===== config.mk =====
export PLATFORM = sky130hd
export DESIGN_NAME = cnn_layer_accel_wht_seq_gen
export DESIGN_NICKNAME = d
export VERILOG_FILES = /design/src/rtl/cnn_layer_accel_wht_seq_gen.sv
export SDC_FILE = /design/constraint.sdc
export NUM_CORES = 1
export LEC_CHECK = 0
export CORE_ASPECT_RATIO = 0.9
export CORE_MARGIN = 10
export CORE_UTILIZATION = 50
export CTS_CLUSTER_DIAMETER = 40
export CTS_CLUSTER_SIZE = 40
export DETAILED_ROUTE_END_ITERATION = 10
export GPL_ROUTABILITY_DRIVEN = 1
export PLACE_DENSITY_LB_ADDON = 0.08
export SLEW_MARGIN = 15
export SYNTH_ARGS = -nofsm -noshare
export SYNTH_HDL_FRONTEND = slang
export SYNTH_SLANG_ARGS = --single-unit

===== constraint.sdc =====
create_clock -name clk -period 2 [get_ports clk]
set_input_delay 0.5 -clock clk [delete_from_list [all_inputs] [get_ports clk]]
set_output_delay 0.5 -clock clk [all_outputs]
set_load 0.02 [all_outputs]

===== src/rtl/cnn_layer_accel_wht_seq_gen.sv =====
`default_nettype none
// ============================================================================
// Module   : cnn_layer_accel_wht_seq_gen
// Purpose  : Per-phase programmable weight-address sequencer, valid/ready out.
//            Repeat mode enabled by defining CNN_LAYER_ACCEL_WHT_SEQ_LOOP_EN.
// Revision : 1.0 - initial release
// ============================================================================
module cnn_layer_accel_wht_seq_gen #(
  parameter int C_NUM_PHASES     = 4,
  parameter int C_MAX_SEQ_LEN    = 5,
  parameter int C_WHT_ADDR_WIDTH = 4,
  localparam int PW = $clog2(C_NUM_PHASES),
  localparam int IW = (C_MAX_SEQ_LEN > 1) ? $clog2(C_MAX_SEQ_LEN) : 1,
  localparam int LW = $clog2(C_MAX_SEQ_LEN + 1)
) (
  input  logic                        clk,
  input  logic                        rst_n,
  input  logic                        cfg_wr_en,
  input  logic                        cfg_len_wr_en,
  input  logic [PW-1:0]               cfg_phase,
  input  logic [IW-1:0]               cfg_idx,
  input  logic [C_WHT_ADDR_WIDTH-1:0] cfg_data,
  input  logic [LW-1:0]               cfg_len,
  output logic                        cfg_err,
  input  logic                        start,
  input  logic [PW-1:0]               gray_code,
  input  logic                        loop,
  input  logic                        stop,
  output logic                        busy,
  output logic                        wht_data_valid,
  input  logic                        wht_data_rdy,
  output logic [C_WHT_ADDR_WIDTH-1:0] wht_data_addr,
  output logic                        wht_data_last,
  output logic                        seq_done
);

  typedef enum logic [1:0] {
    S_IDLE = 2'd0,
    S_RUN  = 2'd1,
    S_DONE = 2'd2
  } state_t;

  state_t                      state_q;
  logic [C_WHT_ADDR_WIDTH-1:0] tbl_q [C_NUM_PHASES][C_MAX_SEQ_LEN];
  logic [LW-1:0]               len_q [C_NUM_PHASES];
  logic [PW-1:0]               phase_q;
  logic [IW-1:0]               idx_q;
  logic [LW-1:0]               run_len_q;
  logic                        loop_q, stop_q, busy_q, valid_q, last_q, done_q, cfg_err_q;
  logic [C_WHT_ADDR_WIDTH-1:0] addr_q;

  logic [PW-1:0] phase_d;
  logic [LW-1:0] start_len_d;
  logic [IW-1:0] idx_d;
  logic [LW-1:0] cfg_len_d;
  logic          cfg_idx_ok_d;
  logic          cfg_err_d;
  logic          loop_req, stop_req;
  logic          repeat_d;

`ifdef CNN_LAYER_ACCEL_WHT_SEQ_LOOP_EN
  assign loop_req = loop;
  assign stop_req = stop;
`else
  logic unused_loop_stop;
  assign unused_loop_stop = loop ^ stop;
  assign loop_req = 1'b0;
  assign stop_req = 1'b0;
`endif

  // Gray to binary: each binary bit is the XOR of all Gray bits at or above it.
  always_comb begin
    phase_d = '0;
    for (int i = 0; i < PW; i++) begin
      phase_d[i] = ^(gray_code >> i);
    end
  end

  assign start_len_d  = len_q[phase_d];
  assign idx_d        = idx_q + IW'(1);
  assign cfg_idx_ok_d = (32'(cfg_idx) < C_MAX_SEQ_LEN);
  assign cfg_len_d    = (cfg_len > LW'(C_MAX_SEQ_LEN)) ? LW'(C_MAX_SEQ_LEN) : cfg_len;
  assign cfg_err_d    = (cfg_wr_en && (busy_q || !cfg_idx_ok_d)) || (cfg_len_wr_en && busy_q);
  assign repeat_d     = loop_q && !stop_q && !stop_req;

  always_ff @(posedge clk or negedge rst_n) begin
    if (!rst_n) begin
      cfg_err_q <= 1'b0;
      for (int p = 0; p < C_NUM_PHASES; p++) begin
        len_q[p] <= '0;
        for (int e = 0; e < C_MAX_SEQ_LEN; e++) begin
          tbl_q[p][e] <= '0;
        end
      end
    end else begin
      cfg_err_q <= cfg_err_d;
      if (cfg_wr_en && !busy_q && cfg_idx_ok_d) begin
        tbl_q[cfg_phase][cfg_idx] <= cfg_data;
      end
      if (cfg_len_wr_en && !busy_q) begin
        len_q[cfg_phase] <= cfg_len_d;
      end
    end
  end

  always_ff @(posedge clk or negedge rst_n) begin
    if (!rst_n) begin
      state_q   <= S_IDLE;
      phase_q   <= '0;
      idx_q     <= '0;
      run_len_q <= '0;
      loop_q    <= 1'b0;
      stop_q    <= 1'b0;
      busy_q    <= 1'b0;
      valid_q   <= 1'b0;
      last_q    <= 1'b0;
      done_q    <= 1'b0;
      addr_q    <= '0;
    end else begin
      done_q <= 1'b0;
      if (busy_q && stop_req) begin
        stop_q <= 1'b1;
      end
      case (state_q)
        S_IDLE: begin
          if (start) begin
            phase_q   <= phase_d;
            run_len_q <= start_len_d;
            idx_q     <= '0;
            stop_q    <= 1'b0;
            loop_q    <= loop_req && (start_len_d != '0);
            if (start_len_d == '0) begin
              state_q <= S_DONE;
              done_q  <= 1'b1;
            end else begin
              state_q <= S_RUN;
              busy_q  <= 1'b1;
              valid_q <= 1'b1;
              addr_q  <= tbl_q[phase_d][0];
              last_q  <= (start_len_d == LW'(1));
            end
          end
        end
        S_RUN: begin
          if (valid_q && wht_data_rdy) begin
            if (last_q) begin
              state_q <= S_DONE;
              valid_q <= 1'b0;
              last_q  <= 1'b0;
              done_q  <= 1'b1;
              busy_q  <= repeat_d;
            end else begin
              idx_q  <= idx_d;
              addr_q <= tbl_q[phase_q][idx_d];
              last_q <= ((LW'(idx_q) + LW'(2)) == run_len_q);
            end
          end
        end
        S_DONE: begin
          // busy still high here only when another pass is due.
          if (busy_q) begin
            state_q <= S_RUN;
            idx_q   <= '0;
            valid_q <= 1'b1;
            addr_q  <= tbl_q[phase_q][0];
            last_q  <= (run_len_q == LW'(1));
          end else begin
            state_q <= S_IDLE;
          end
        end
        default: state_q <= S_IDLE;
      endcase
    end
  end

  assign cfg_err        = cfg_err_q;
  assign busy           = busy_q;
  assign wht_data_valid = valid_q;
  assign wht_data_addr  = addr_q;
  assign wht_data_last  = last_q;
  assign seq_done       = done_q;

endmodule
`default_nettype wire


* Yosys cells after proc, flatten, opt, wreduce, memory -nomap -nowiden
Cells that the tools add are included.
Cells by class: add/subtract/negate cells 2, $lt $le $gt $ge 9, eq/ne operators 11, muxes and demuxes 56, bitwise gates (word level) 5, reduce and logical (&&, ||, !) cells 25
Operators by type and width (number):
- 20-bit 2-to-1 mux | 5
- 20-bit binary-select mux with 2-bit select | 2
- 80-bit bitwise mux | 1
- 20-bit demux with 2-bit select | 1
- 4-bit 2-to-1 mux | 8
- 3-bit 2-to-1 mux | 8
- 1-bit 2-to-1 mux | 15
- 5-bit AND reduction | 3
- 4-bit binary-select mux with 3-bit select | 1
- 12-bit bitwise mux | 1
- 4-bit demux with 3-bit select | 1
- 2-bit inequality test, second input constant | 6
- 4-bit case mux with 3 select lines | 1
- 6-bit AND reduction | 2
- 3-bit greater-or-equal comparator, second input constant | 3
- 2-bit NOT with 3-bit output | 3
- 3-bit case mux with 3 select lines | 1
- 4-bit greater-or-equal comparator, second input constant | 2
- 1-bit logical AND | 8
- 2-bit 2-to-1 mux | 4
- 3-bit NOT with 4-bit output | 2
- 3-bit binary-select mux with 2-bit select | 1
- 3-bit demux with 2-bit select | 1
- 3-bit by 1-bit equality test with 1-bit output, second input constant | 2
- other kinds (21) | 26
Word-level totals: bits in registers 111, input bits 22, word-level logic and storage cells 142

* Logic depth before layout (Yosys ltp)
Gate-level depths: netlist of run 1.
depth in word-level cells 10, mapped depth 8, gate-level depth less buffers 7

* Worst setup path before layout of run 1
No wires, ideal clock.
path type register to register, start point register state_q[0], end point register addr_q[0] (netlist: wht_data_addr[0]), library setup time 0.121 ns, data arrival time 1.980 ns, required time 1.879 ns, setup slack -0.101 ns, cell stages (with the launch flop) 8, buffers on the path 1, period minus slack after synthesis 2.101 ns, cells stage by stage dfrtp_1 -> inv_1 -> ha_1 -> clkbuf_1 -> nor2b_1 -> a2111o_1 -> a221o_2 -> a22o_1
On the way: cells in the longest elaborated chain, start to end 3
Ends and longest elaborated chain:
- start, declared | line 43 | state_t state_q;
- start signal, assigned | line 108 | state_q <= S_IDLE;
- start signal, assigned | line 133 | state_q <= S_DONE;
- start signal, assigned | line 136 | state_q <= S_RUN;
- 2-bit by 1-bit equality test with 1-bit output (tied with other cells) | line 124 | case (state_q)
- 2-bit inequality test (no line) / 3-bit nonzero test (equally long branches)
- 6-bit AND reduction (no line)
- end signal, assigned | line 139 | addr_q <= tbl_q[phase_d][0];
- end signal, assigned | line 154 | addr_q <= tbl_q[phase_q][idx_d];
- end signal, assigned | line 165 | addr_q <= tbl_q[phase_q][0];
- end, declared | line 50 | logic [C_WHT_ADDR_WIDTH-1:0] addr_q;
Parallel ways exist; a longest one is shown, timed or not. A chain may end at the register's enable or synchronous reset.

* Worst setup path in the final report of run 1
start point register state_q[1], end point register addr_q[0] (netlist: wht_data_addr[0])
Same word-level chain as after synthesis.

==> flow_metrics.py, run 1 <==
metrics = {
    "outcome": {
        "status": "complete, no violations",
    },
    "worst_setup_path": {
        "critPathArrivalTime_ns": 2.22,
        "slowest_stage": "dfrtp_1",
        "crit_top_cell": "buf_6",
        "worstPathRequired_ns": 2.24,
        "startpoint_type": "flop",
        "crit_path_max_fanout": 5,
        "r2r_slack_ns": 0.02,
        "worstSetupPathType": "reg2reg",
        "rr_worst_depth": 7,
        "rr_startpoint": "state_q[1]$_DFFE_PN0P_",
        "crit_buf_inv": 2,
        "crit_chain": "buf_6 -> ha_4 -> nor2b_4 -> a2111o_1 -> a221o_2 -> buf_6 -> a22o_1",
        "cp-end-kind": "flop",
        "slowest_delay_ns": 0.44,
        "r2r_end": "wht_data_addr[0]$_DFFE_PN0P_",
        "path_delay_family": "compound AO/OA/AOI/OAI gates",
    },
    "synth": {
        "synth.distinct_cells": 48,
        "synth_seq_cells": 111,
        "avgSynthCellArea_um2": 13.1,
        "synth_cells": 424,
        "synth-edff-count": 0,
        "syn_area_um2": 5580,
        "ys_seq_area_frac": 0.498,
        "synth-async-reset-ratio": 1.00,
        "synthTopCellsByArea": "dfrtp_1 (50%), mux2_2 (19%), mux4_2 (6.5%)",
        "synth_area_leader_cell": "dfrtp_1",
        "ys.flop_type": "dfrtp_1",
        "netlist.area_leader.share": 0.498,
        "ys.warnings.count": 0,
        "synth_fp_nets": 452,
    },
    "placed_design": {
        "placed_cells": 642,
        "gp_congestion": 0.886,
        "dp_hpwl_um": 9430,
        "port_buffers": 28,
        "dp_slack_ns": -0.608,
        "place_area_um2": 6450,
    },
    "route": {
        "ant_nets": 0,
        "top_layer": "met4",
        "dr_wl_met2_um": 5750,
        "m1WireLength_um": 6210,
        "via_per_inst": 5.64,
        "remaining_drc_errors": 0,
        "routed-via-count": 3736,
        "totalWireLength_um": 12600,
        "avgRoutedWirePerCell_um": 19.0,
        "dr_wl_met3_um": 506,
        "drt-pass1-iter-count": 4,
        "drtIter0Drc": 205,
    },
    "floorplan": {
        "die_w_um": 131,
        "die_area_um2": 15800,
        "die_h_um": 120,
        "core_um2": 10900,
        "initial_utilization": 0.514,
        "pin_count": 31,
        "row_count": 36,
    },
    "clock_network": {
        "root_buffer": "clkbuf_16",
        "cts-buffers-inserted": 9,
        "clkLatencyLatePin_ns": 0.35,
        "cts_tree": "yes",
        "path_clk_slew_ns": 0.07,
        "hold_buffers": 0,
        "clock_path_buffers": 2,
        "cts.sink_count": 111,
        "cts_max_level": 3,
    },
    "power": {
        "total_leakage_power_nw": 3.21,
        "power_frac_clock": 0.209,
        "power_density_nw_per_um2": 1190,
        "p_switching_mw": 2.75,
        "combPwrFrac": 0.417,
        "peakVddDrop_mv": 0.908,
        "internal-power_mw": 5.42,
        "switching_share": 0.337,
        "power.total_mw": 8.17,
        "seqPwrFrac": 0.374,
    },
    "global_routing": {
        "grt_start_max_net_pins": 54,
        "grt.overflow.total": 0,
        "first_global_vias": 3746,
        "grt_pass1_wl_um": 20700,
        "track_usage": 0.164,
        "antenna_found_initial": 0,
    },
    "sta": {
        "setup_tns_ns": 0,
        "timing.final.crit_share": 0.991,
        "grt_setup_unrepaired": "true",
        "tightest_slew_ns": 0.406,
        "slew_violations": 0,
        "finClkSkew_ns": 0.00589,
        "maxSlewHeadroom": 0.728,
        "finalSetupViolCount": 0,
        "min_period_ns": 1.98,
        "finalHoldViolCount": 0,
        "fmax_mhz": 505,
        "setup_ws_ns": 0.0182,
    },
    "cells_and_area": {
        "nets": 533,
        "syn_to_final_growth_pct": 23.3,
        "fin_area_um2": 6870,
        "n_antenna_cell": 0,
        "fin_cells": 662,
        "layout-drive-gt1-share": 0.429,
    },
    "worst_hold_path": {
        "min_path_type": "in2async",
    },
    "run": {
        "cap_violations": 0,
    },
}
[metal layers]
| metal | global-route usage | vias up |
|---|---|---|
| met2 | 0.245 | 59 |
| li1 | - | 1754 |
| met1 | 0.231 | 1914 |
| met3 | 0.0472 | 9 |
| met4 | 0.0354 | 0 |
| met5 | 0 | - |
[sequential cells by signal, summed over array words and instances, names as in the netlist, 2 cells and up]
signal         count
run_len_q          3
idx_q              3
phase_q            2
tbl_q             80
len_q             12
state_q            2
wht_data_addr      4
[cell type report]
class | instances | area, um^2
fillers | 866 | 3980
well taps | 152 | 190
clock inverters | 7 | 57.6
multi-input cells | 285 | 2760
flip-flops and latches | 111 | 2780
inverters | 4 | 15.0
clock buffers | 9 | 225
repair buffers | 94 | 843
[worst register-to-register path: stages, from the launching register on]
cell      delay [ns]
dfrtp_1         0.44
buf_6           0.15
ha_4            0.15
nor2b_4         0.12
a2111o_1        0.32
a221o_2         0.37
buf_6           0.14
a22o_1          0.20
[cells in the mapped netlist, types with 2 or more instances]
master and instances:
a31oi_1 2, mux4_2 16, nor2b_1 9, a22oi_1 8, nand3_1 5, inv_1 4
mux2_2 95, and3b_1 2, ha_1 6, buf_2 7, o22ai_1 7, o21ai_0 4
nand2_1 26, nor3_1 4, nand2b_1 9, a22o_1 8, clkbuf_1 14, o211ai_1 4
mux4_1 3, or3_1 2, nor3b_1 8, a21oi_1 5, o2bb2ai_1 2, mux2i_1 16
and2_1 2, xnor2_1 4, nor2_1 18, a32oi_1 4, dfrtp_1 111
[power groups by stage]
stage	logic, mW	clock network (mW)	registers, mW
floorplan	2.07	0	3.03
global placement	3.17	0	3.08
detailed placement	3.24	0	3.09
CTS	3.35	1.75	3.05
global route	3.71	1.85	3.12
finish	3.41	1.70	3.06
[placed cells by master (no fill, tap or decap), types with 5 or more instances in the layout]
master	synthesis	layout
a21oi_1	5	5
a22o_1	8	8
a22oi_1	8	8
buf_4	0	59
clkbuf_16	0	9
clkdlybuf4s50_1	0	22
dfrtp_1	111	110
mux2_2	95	95
mux2i_1	16	16
mux4_2	16	16
nand2_1	26	24
nand2b_1	9	8
nor2_1	18	17
nor2b_1	9	7
nor3b_1	8	7
o22ai_1	7	7
[per-stage QoR]
step,utilization,hold slack (ns)
3_5_place_dp,0.595,0.443
6_report,0.633,0.0616
4_1_cts,0.624,0.0600
2_1_floorplan,-,0.204
3_3_place_gp,0.595,0.435
5_1_grt,0.633,0.0638
[cells by family (layout without fill, tap and decap cells)]
logic type                 Yosys count  in the layout  share of synthesized area
xor gates and xnor gates             4              4                    0.00628
muxes                              131            131                      0.302
adders and majority gates            6              6                     0.0135
buffers and inverters               28            114                     0.0220
AOI/OAI and AO/OA                   49             49                     0.0642
and+or+nand+nor                     95             95                     0.0938
DFF                                111            111                      0.498
[how the worst max path moves through the flow]
stage / startpoint / to / slack (ns) / cells past startpoint
3_5_place_dp: gray_code[1] / wht_data_last$_DFFE_PN0P_ / -0.61 / 6
4_1_cts: cfg_idx[1] / tbl_q[14]$_DFFE_PN0P_ / -0.04 / 7
3_3_place_gp: gray_code[1] / wht_data_last$_DFFE_PN0P_ / -0.56 / 6
5_1_grt: state_q[1]$_DFFE_PN0P_ / wht_data_addr[0]$_DFFE_PN0P_ / -0.04 / 7
6_report: state_q[1]$_DFFE_PN0P_ / wht_data_addr[0]$_DFFE_PN0P_ / 0.02 / 7
2_1_floorplan: state_q[0]$_DFFE_PN0P_ / wht_data_addr[0]$_DFFE_PN0P_ / -0.00004 / 7
[repair_timing]
action / 4_1_cts / 5_1_grt
buffers inserted: 2 / 2
pin swaps: 2 / 7
gates resized for setup: 9 / 22
endpoints found under the setup margin: 23 / 70
(Power assumes the default switching activity.)
==> inputs of run 2 (changes only) <==
- SKIP_LAST_GASP: unset -> 1
==> run 2 against run 1 <==
  * Utilization about the same
  * Largest cell class unchanged
  * Critical endpoint unchanged
  * Via count decreased by 0.29%
  * Highest routed layer unchanged
  * Final cell count is the same
  * Critical path type unchanged
==> flow_metrics.py, run 2 (synthesized netlist as in run 1, its figures left out) <==
metrics = {
    "worst_setup_path": {
        "cp-end-kind": "flop",
        "startpoint_type": "flop",
        "r2r_end": "wht_data_addr[0]$_DFFE_PN0P_",
        "cp-endpoint": "wht_data_addr[0]$_DFFE_PN0P_",
        "rr_worst_depth": 7,
        "critPathLaunch": "state_q[1]$_DFFE_PN0P_",
        "crit_path_max_fanout": 5,
        "rr_startpoint": "state_q[1]$_DFFE_PN0P_",
        "r2r_slack_ns": 0.01,
        "worstSetupPathType": "reg2reg",
        "worstPathRequired_ns": 2.24,
        "critPathArrivalTime_ns": 2.23,
    },
    "sta": {
        "finClkSkew_ns": 0.00695,
        "maxSlewHeadroom": 0.728,
        "finalHoldViolCount": 0,
        "setup_tns_ns": 0,
        "tightest_slew_ns": 0.405,
        "finalSetupViolCount": 0,
        "grt_setup_unrepaired": "true",
        "fmax_mhz": 503,
        "min_period_ns": 1.99,
        "timing.final.crit_share": 0.994,
        "slew_violations": 0,
    },
    "floorplan": {
        "die_area_um2": 15800,
        "die_w_um": 131,
        "die_h_um": 120,
        "core_um2": 10900,
        "initial_utilization": 0.514,
        "row_count": 36,
        "pin_count": 31,
    },
    "clock_network": {
        "cts.sink_count": 111,
        "cts_tree": "yes",
        "path_clk_slew_ns": 0.07,
        "cts_max_level": 3,
        "clock_path_buffers": 2,
        "root_buffer": "clkbuf_16",
        "hold_buffers": 0,
        "cts-buffers-inserted": 9,
        "clkLatencyLatePin_ns": 0.35,
    },
    "route": {
        "totalWireLength_um": 12500,
        "avgRoutedWirePerCell_um": 18.9,
        "drtIter0Drc": 206,
        "via_per_inst": 5.63,
        "remaining_drc_errors": 0,
        "routed-via-count": 3725,
        "ant_nets": 0,
        "drt-pass1-iter-count": 4,
    },
    "cells_and_area": {
        "final_common_cell": "dfrtp_1",
        "largest_register_ffs": 80,
        "nets": 533,
        "fin_cells": 662,
        "layout_common_cells": "dfrtp_1 (110), mux2_2 (95), buf_4 (59)",
        "nFillCells": 865,
        "multi_input_area_um2": 2760,
        "largest-register": "tbl_q",
        "seq_area_um2": 2780,
        "syn_to_final_growth_pct": 23.3,
        "layout-drive-gt1-share": 0.425,
        "n_antenna_cell": 0,
    },
    "power": {
        "power_density_nw_per_um2": 1190,
        "peakVddDrop_mv": 0.908,
        "total_leakage_power_nw": 3.21,
    },
    "global_routing": {
        "first_global_vias": 3746,
        "track_usage": 0.164,
        "antenna_found_initial": 0,
        "grt_pass1_wl_um": 20700,
        "grt.overflow.total": 0,
        "grt_start_max_net_pins": 54,
    },
    "outcome": {
        "status": "complete, no violations",
    },
    "placed_design": {
        "gp_congestion": 0.886,
        "port_buffers": 28,
        "placed_cells": 642,
        "dp_hpwl_um": 9430,
    },
    "worst_hold_path": {
        "min_path_type": "in2async",
    },
    "run": {
        "cap_violations": 0,
    },
}
## run 2: final cells by class
cell class                      count  share of cell area
Sequential cell                   111               0.404
Multi-Input combinational cell    285               0.402
Timing Repair Buffer               94               0.123
Clock buffer                        9              0.0328
Tap cell                          152              0.0277
Clock inverter                      7             0.00837
Inverter                            4             0.00218
## run 2: repair_timing
action	CTS	global route
endpoints found under the setup margin	23	70
gates resized for setup	9	20
pin swaps	2	7
hold endpoints to repair	0	0
setup buffers	2	2
## run 2: worst min-delay path by stage
stage | from | endpoint | slack [ns] | depth (start not counted)
after detailed placement | rst_n | state_q[0]$_DFFE_PN0P_ | 0.44 | 1
after CTS | rst_n | len_q[3]$_DFFE_PN0P_ | 0.06 | 1
after global routing | rst_n | len_q[3]$_DFFE_PN0P_ | 0.06 | 1
final | rst_n | len_q[9]$_DFFE_PN0P_ | 0.06 | 1
after global placement | rst_n | state_q[0]$_DFFE_PN0P_ | 0.44 | 1
after floorplan | rst_n | busy$_DFFE_PN0P_ | 0.20 | 0
## run 2: critical path, cell delays in order (launching register included)
cell and delay, ns:
dfrtp_1 0.44, buf_6 0.15, ha_4 0.15, nor2b_4 0.12, a2111o_1 0.32, a221o_2 0.37, buf_6 0.14, a22o_1 0.20
## run 2: stage by stage
step / utilization / hold slack [ns] / power (mW) / cell area (um^2) / setup WS (ns)
2_1_floorplan: - / 0.204 / 5.09 / 5580 / -0.0000426
3_3_place_gp: 0.595 / 0.435 / 6.25 / 6450 / -0.560
3_5_place_dp: 0.595 / 0.443 / 6.33 / 6450 / -0.608
4_1_cts: 0.624 / 0.0600 / 8.15 / 6780 / -0.0410
5_1_grt: 0.633 / 0.0638 / 8.67 / 6880 / -0.0418
6_report: 0.633 / 0.0612 / 8.16 / 6880 / 0.0119
## run 2: layer usage
metal	part of all wire	track usage	wire, um
met5	0	0	0
met4	0.0072	0.0354	90
met3	0.042	0.0472	524
met2	0.46	0.245	5800
met1	0.49	0.231	6120
## run 2: where the power goes
part           switching (mW)  internal, mW
Combinational            1.56          1.84
Sequential              0.341          2.72
Clock                   0.841         0.863
